$ cat config.mk
export PLATFORM = sky130hd
export DESIGN_NAME = xor_mismatch_counter
export DESIGN_NICKNAME = d
export VERILOG_FILES = /design/src/rtl/xor_mismatch_counter_pkg.sv /design/src/rtl/xor_mismatch_counter_popcount.sv /design/src/rtl/xor_mismatch_counter.sv
export SDC_FILE = /design/constraint.sdc
export NUM_CORES = 1
export LEC_CHECK = 0
export BUFFER_PORTS_ARGS = -buffer_cell sky130_fd_sc_hd__buf_2
export CORE_MARGIN = 1
export CORE_UTILIZATION = 55
export CTS_CLUSTER_DIAMETER = 120
export DETAILED_ROUTE_END_ITERATION = 12
export GPL_ROUTABILITY_DRIVEN = 0
export HOLD_SLACK_MARGIN = 0.06
export PLACE_DENSITY = 0.78
export SETUP_SLACK_MARGIN = 0.15
export SLEW_MARGIN = 20
export SYNTH_ARGS = -nofsm -noshare
export SYNTH_HDL_FRONTEND = slang
export SYNTH_SLANG_ARGS = --single-unit
$ cat constraint.sdc
create_clock -name clk -period 2.6 [get_ports clk]
set_input_delay 0.13 -clock clk [delete_from_list [all_inputs] [get_ports clk]]
set_output_delay 0.13 -clock clk [all_outputs]
set_load 0.02 [all_outputs]
$ cat src/rtl/xor_mismatch_counter_pkg.sv
// Shared definitions for the XOR bit-error checker: datapath width and FSM encodings.
// The XOR stage, the mismatch counter and its bench all import this package.
package xor_mismatch_counter_pkg;

  localparam int XS_WIDTH = 4;

  typedef enum logic [1:0] {
    S_IDLE = 2'd0,
    S_RUN  = 2'd1,
    S_DONE = 2'd2
  } state_e;

endpackage

$ cat src/rtl/xor_mismatch_counter_popcount.sv
// Purely combinational population count of a WIDTH-bit vector.
// Output is wide enough to hold WIDTH itself.
module popcount_n #(
  parameter  int WIDTH = 4,
  localparam int CW    = $clog2(WIDTH + 1)
) (
  input  logic [WIDTH-1:0] x_i,
  output logic [CW-1:0]    count_o
);

  always_comb begin
    // NOTE: give every always_comb output a default first so no path can infer a latch.
    count_o = '0;
    for (int i = 0; i < WIDTH; i++) begin
      count_o = count_o + CW'(x_i[i]);
    end
  end

endmodule

$ cat src/rtl/xor_mismatch_counter.sv
// Bit-error checker behind the XOR stage: sums popcount(x) over a window of valid
// samples into a saturating total, pulsing done one cycle after the final count.
module xor_mismatch_counter
  import xor_mismatch_counter_pkg::*;
#(
  parameter int WIDTH = XS_WIDTH,
  parameter int CNT_W = 16,
  parameter int WIN_W = 8
) (
  input  logic             clk,
  input  logic             rst_n,
  input  logic             start,
  input  logic [WIN_W-1:0] win_len,
  input  logic             in_valid,
  input  logic [WIDTH-1:0] x,
  output logic             busy,
  output logic             done,
  output logic [CNT_W-1:0] err_count,
  output logic             sat
);

  localparam int PC_W = $clog2(WIDTH + 1);

  state_e           state_q;
  logic [WIN_W-1:0] remain_q;
  logic [CNT_W-1:0] err_q, err_d;
  logic             sat_q, sat_d;
  logic             busy_q, done_q;

  logic [WIDTH-1:0] x_gated;
  logic [PC_W-1:0]  pc;
  logic [CNT_W:0]   sum;

  // Gate x with in_valid so an X on an idle bus can never reach the accumulator.
  assign x_gated = in_valid ? x : '0;

  popcount_n #(.WIDTH(WIDTH)) u_popcount (
    .x_i     (x_gated),
    .count_o (pc)
  );

  always_comb begin
    sum   = {1'b0, err_q} + {{(CNT_W + 1 - PC_W){1'b0}}, pc};
    err_d = sum[CNT_W] ? '1 : sum[CNT_W-1:0];
    sat_d = sat_q | (&err_d);
  end

  // NOTE: sequential state uses non-blocking assignments only, so every register samples pre-edge values.
  // NOTE: all registers here are control/accumulator flops and are reset; there is no memory array.
  always_ff @(posedge clk or negedge rst_n) begin
    if (!rst_n) begin
      state_q  <= S_IDLE;
      remain_q <= '0;
      err_q    <= '0;
      sat_q    <= 1'b0;
      busy_q   <= 1'b0;
      done_q   <= 1'b0;
    end else begin
      done_q <= 1'b0;
      case (state_q)
        S_IDLE: begin
          if (start && (win_len != '0)) begin
            remain_q <= win_len;
            err_q    <= '0;
            sat_q    <= 1'b0;
            busy_q   <= 1'b1;
            state_q  <= S_RUN;
          end
        end
        S_RUN: begin
          if (in_valid) begin
            err_q    <= err_d;
            sat_q    <= sat_d;
            remain_q <= remain_q - WIN_W'(1);
            if (remain_q == WIN_W'(1)) begin
              busy_q  <= 1'b0;
              state_q <= S_DONE;
            end
          end
        end
        S_DONE: begin
          // done follows the final count by one cycle, as seen at the outputs.
          done_q  <= 1'b1;
          state_q <= S_IDLE;
        end
        default: state_q <= S_IDLE;
      endcase
    end
  end

  assign busy      = busy_q;
  assign done      = done_q;
  assign err_count = err_q;
  assign sat       = sat_q;

endmodule
* Yosys cells after proc, flatten, opt, wreduce, memory -nomap -nowiden
Cells that the tools add are included.
W data, S select, Z words.
** Word-level totals
- Logic and storage cells :: 46
- Register bits :: 29
** Cells by class
- Muxes and demuxes :: 20
- Add/subtract/negate cells :: 5
- Reduce and logical (&&, ||, !) cells :: 8
- Bitwise operators :: 1
- Eq/ne operators :: 6
** Operator list (number)
- $mux W16 :: 3
- $pmux W16 S2 :: 1
- $add A16 B3 Y17 :: 1
- $mux W8 :: 2
- $pmux W8 S2 :: 1
- $reduce_and A16 Y1 :: 1
- $eq A8 B1 Y1 const B :: 1
- $reduce_bool A8 Y1 :: 1
- $sub A8 B1 Y8 const B :: 1
- $add A3 B1 Y3 :: 2
- $mux W1 :: 6
- $mux W2 :: 3
- $ne A2 B2 Y1 const B :: 3
- $reduce_and A3 Y1 :: 2
- $mux W4 :: 1
- $pmux W1 S2 :: 2
- $pmux W2 S2 :: 1
- $reduce_and A4 Y1 :: 1
- $add A1 B1 Y2 :: 1
- $eq A2 B1 Y1 const B :: 1
- $eq A2 B2 Y1 const B :: 1
- $logic_not A2 Y1 :: 1
- $reduce_bool A2 Y1 :: 1
- $logic_and A1 B1 Y1 :: 1
- $or A1 B1 Y1 :: 1

* Depth between registers and ports, before layout
- Depth after elaboration :: 10
- Gate-level depth with buffers :: 13

* Cells and area by module
From an unflattened synthesis, not the netlist that was laid out.
** Unflattened totals
- Cells, all modules :: 216
- Area, all modules :: 1903.1 µm²
** Modules (own cells, without submodules)
- xor_mismatch_counter :: cells an instance 208, seq. area each 725.7 µm², area each 1839.3 µm², instances 1
- popcount_n :: cells an instance 8, seq. area each 0.0 µm², area each 63.8 µm², instances 1

* Worst setup path before layout
Ideal clock, no wire load.
- Path type :: input to register
- Start :: input port in_valid
- End :: register err_q[3], in the netlist err_count[3]
- Data arrival time :: 2781 ps
- Stages :: 13
- Setup slack :: -254 ps
- Path through :: and2_1 ha_1 fa_1 ha_1 inv_1 fa_1 nor2b_4 buf_6 o211ai_4 or2_1 buf_2 a41o_1 a21oi_2
** On the way
- Longest elaborated chain between the ends :: 8
- Elaborated cells between the ends (all ways) :: 10
- Those cells by class :: 4 x add/sub; 1 x eq/ne; 4 x mux; 1 x reduce/logical
** RTL lines
- from (decl) :: RTL line xor_mismatch_counter.sv:14 : input logic in_valid,
- $mux W4 :: RTL line xor_mismatch_counter.sv:35 : assign x_gated = in_valid ? x : '0;
- $add A1 B1 Y2 :: RTL line xor_mismatch_counter_popcount.sv:15 : count_o = count_o + CW'(x_i[i]);
- $add A3 B1 Y3 (2 in series) :: RTL line xor_mismatch_counter_popcount.sv:15
- $add A16 B3 Y17 :: RTL line xor_mismatch_counter.sv:43 : sum = {1'b0, err_q} + {{(CNT_W + 1 - PC_W){1'b0}}, pc};
- $mux W16 :: RTL line xor_mismatch_counter.sv:44 : err_d = sum[CNT_W] ? '1 : sum[CNT_W-1:0];
- $mux W16 :: RTL line xor_mismatch_counter.sv:71 : if (in_valid) begin
- $pmux W16 S2 :: RTL line xor_mismatch_counter.sv:60 : case (state_q)
- to (signal assigned) :: RTL line xor_mismatch_counter.sv:72 : err_q <= err_d;
- to (decl) :: RTL line xor_mismatch_counter.sv:26 : logic [CNT_W-1:0] err_q, err_d;
Several ways; a longest one is shown, not always the timed one. The select of a mux whose other input is x is not followed.
A chain may end at the register's enable or synchronous reset.

* Final worst setup path
- Start :: input port x[1]
- End :: register sat_q, in the netlist sat
** On the way
- Longest elaborated chain between the ends :: 10
** RTL lines
- from (decl) :: RTL line xor_mismatch_counter.sv:15 : input logic [WIDTH-1:0] x,
- $mux W4 :: RTL line xor_mismatch_counter.sv:35
- $add A1 B1 Y2 :: RTL line xor_mismatch_counter_popcount.sv:15
- $add A3 B1 Y3 (2 in series) :: RTL line xor_mismatch_counter_popcount.sv:15
- $add A16 B3 Y17 :: RTL line xor_mismatch_counter.sv:43
- $mux W16 :: RTL line xor_mismatch_counter.sv:44
- $reduce_and A16 Y1 :: RTL line xor_mismatch_counter.sv:45 : sat_d = sat_q | (&err_d);
- $or A1 B1 Y1 :: RTL line xor_mismatch_counter.sv:45
- $mux W1 :: RTL line xor_mismatch_counter.sv:71
- $pmux W1 S2 :: RTL line xor_mismatch_counter.sv:60
- to (signal assigned) :: RTL line xor_mismatch_counter.sv:73 : sat_q <= sat_d;
- to (decl) :: RTL line xor_mismatch_counter.sv:27 : logic sat_q, sat_d;
No other way between the ends. The select of a mux whose other input is x is not followed.

==> impl_results.md <==
- Outcome: complete, no violations
- Crit-path cells: buf_6 -> and2_4 -> ha_4 -> fa_2 -> ha_4 -> inv_2 -> fa_2 -> nor2b_4 -> o2111ai_2 -> mux2_4 -> a32oi_1 -> o21ai_1
- Routed len/inst: 17.1 microns
- Row count: 21
- Reg-to-reg endpoint: sat
- Largest family of logic cells by synthesized area: compound AO/OA/AOI/OAI gates
- Initial antenna violation count: 0
- Post-synthesis cell area: 0.00204 sq mm
- Core area: 0.00344 sq mm
- Layout cells sized above 1: 37.1%
- Die W: 62.9 microns
- Final Hold Viols: 0
- Worst path slowest cell: fa_2
- TritonCTS clock tree: done
- Peak supply drop: 0.000630 V
- Worst hold start: win_len[4]
- HPWL after DPL: 3.72 mm
- Slew Viols, Final: 0
- Filler cell count: 251
- DIE AREA: 0.00396 sq mm
- Max Clk Rate: 0.392 GHz
- Crit Path Category: in2reg
- Startpoint Class: input port
- Tot GR Track Use: 29.9%
- Worst Setup Slack, final: 0.0461 ns
- DRT iter0 DRCs: 378
- Synthesized area per cell: 9.12 sq um
- CTS clk-pin slew, worst paths: 0.06 ns
- Worst hold path type: in2reg
- Hold WS: 0.160 ns
- Initial Util: 59.3%
- WHS Path Cells: 3
- RSZ-0062 raised after global routing: true
- Clk Latency, worst-skew pair: 0.29 ns
- WHS Endpoint: remain_q[4]
- Synth warn: 0
- I/O pin count: 35
- Yosys cell types: 62
- Post-Synth Adder-Cell Area: 6.25%
- XOR/XNOR Fraction of Synth Area: 1.29%
- Crit path largest cell delay: 0.55 ns
- Syn Nets: 249
- Simple-Gate Fraction of Synth Area: 22.5%
- Endpoints failing setup: 0
- Cells after Synth: 224
- Most frequent cells in the layout: buf_2, dfrtp_1, nor2_1
- Final WL: 5.63 mm
- Mux contribution to synthesized area: 1.04%
- Top-area cell type share of the netlist area: 35.5%
- Critical path startpoint: x[1]
- Lkg Pwr: 1.18 nW
- Post-synthesis sequential area ratio: 35.5%
- Most common cell after layout, fill and taps aside: buf_2
- Top cells by area, synth: dfrtp_1, nor2_1, ha_1, a21oi_1, o21ai_0
- Complex-gate fraction of the synthesized area: 28.7%
- Drt pass-1 iters: 5
- Cell accounting for the most synthesized area: dfrtp_1
- Die H: 62.9 microns
- Via-to-Cell Ratio: 6.37
- TritonCTS Buffers: 5
- Maxcap violations: 0
- Clk sinks: 29
- R2R Path Start: err_count[1]
- Longest Clk Path Bufs: 2
- Global-route wire length before repair: 9.15 mm
- Total number of vias: 2095
- Worst R2R Path Depth: 7
- Asr flop ratio synth: 100%
- Diodes inserted: 0
- Port Buffers: 34
- Largest net degree at the start of global routing: 30
- Arr. time, crit path: 2.72 ns
- Critical path fanouts, max: 4
- Period minus WS final: 2.55 ns
- Worst endpoint required time: 2.76 ns
- Root Driver: clkbuf_8
- Worst-Margin Slew: 0.793 ns
- Pre-CTS WS: -0.293 ns
- EDFF count, synth: 0
- Worst Setup End Kind: flip-flop
- Most used flip-flop cell after synthesis: dfrtp_1
- Final core utilization: 79.1%
- Normalized max-slew margin: 47.0%
- Area grow syn2layout: 33.4%
- ANT nets after route: 0
- PwrDens: 867 mW/mm^2
- Yosys reg bits: 29
- Sum Neg Setup Slack: 0 ns
- Nets: 308
- Total grt overflow: 0
- CTS H-tree depth: 2
- Vias in the first global route: 1883
- Worst Skew: 0.00727 ns
- DRC viols: 0
- Register-to-register setup slack: 0.45 ns
- Fin crit share: 98.2%
-- Yosys cell counts, types with 3 or more instances --
cell,n
a21oi_1,15
a311oi_1,3
a31oi_1,6
and2_1,7
and3_1,4
buf_2,4
clkbuf_1,4
dfrtp_1,29
ha_1,7
inv_1,9
nand2_1,10
nand2b_1,3
nand3_1,8
nor2_1,27
nor3_1,5
nor4_1,4
o2111ai_1,3
o21ai_0,11
o21ai_1,6
-- metrics by stage --
step,instances,total power [W],cell area [sq um]
5_1_grt,329,0.00252,2720
4_1_cts,325,0.00229,2630
6_report,329,0.00236,2720
3_3_place_gp,314,0.00181,2430
3_5_place_dp,314,0.00184,2430
2_1_floorplan,224,0.00146,2100
-- critical path, delay by kind of cell --
kind / cells / cell delay [ns]
compound gates: 3 / 0.45
simple gates: 2 / 0.38
buf+inv: 2 / 0.13
fa+ha+maj: 4 / 1.30
mux: 1 / 0.34
-- state kept, by name (all words and copies together) (netlist names) --
signal     cells
busy           1
done           1
err_count     16
remain_q       8
sat            1
state_q        2
-- cell type report --
type / instances / area (sq um) / area share [%]
clock buffer: 7 / 86.3 / 3.17
inverter: 9 / 33.8 / 1.24
multi-input combinational: 176 / 1400 / 51.3
sequential: 29 / 726 / 26.6
tap: 46 / 57.6 / 2.11
timing repair buffer: 62 / 423 / 15.5
-- metal layers --
| metal | part of all wire (%) | wire (microns) | GRT usage [%] | vias to the layer above |
|---|---|---|---|---|
| met1 | 45 | 2520 | 41.4 | 1001 |
| li1 | - | - | - | 974 |
| met2 | 46 | 2570 | 44.4 | 105 |
| met5 | 0 | 0 | 0 | - |
| met4 | 2.3 | 127 | 13.4 | 0 |
| met3 | 7.4 | 419 | 6.75 | 15 |
-- where the power goes --
| part | switching [W] | internal, W |
|---|---|---|
| Clock | 0.000171 | 0.000210 |
| Combinational | 0.000642 | 0.000555 |
| Sequential | 0.000196 | 0.000586 |
-- worst max path at each step --
stage / end / cells after the start
floorplan: err_count[3] / 13
global placement: err_count[3] / 12
detailed placement: err_count[3] / 12
CTS: sat / 12
global route: err_count[3] / 12
finish: sat / 12
-- cells by family (layout without fill, tap and decap cells) --
logic type	count (synthesis)	count (layout)
adder cells (fa/ha/maj)	9	9
flip-flops	29	29
multiplexers	2	2
AO/OA/AOI/OAI	77	77
AND/OR/NAND/NOR	84	85
buffers and inverters	20	78
XOR/XNOR	3	3
-- timing repair --
action                                 CTS  global route
endpoints found under the hold margin   29             0
setup endpoints to repair               13            14
setup buffers                            3             3
gates cloned                             0             1
pin swaps                                5             9
gates resized for setup                 14            15
hold buffers                             1             0
(Power assumes the default switching activity.)
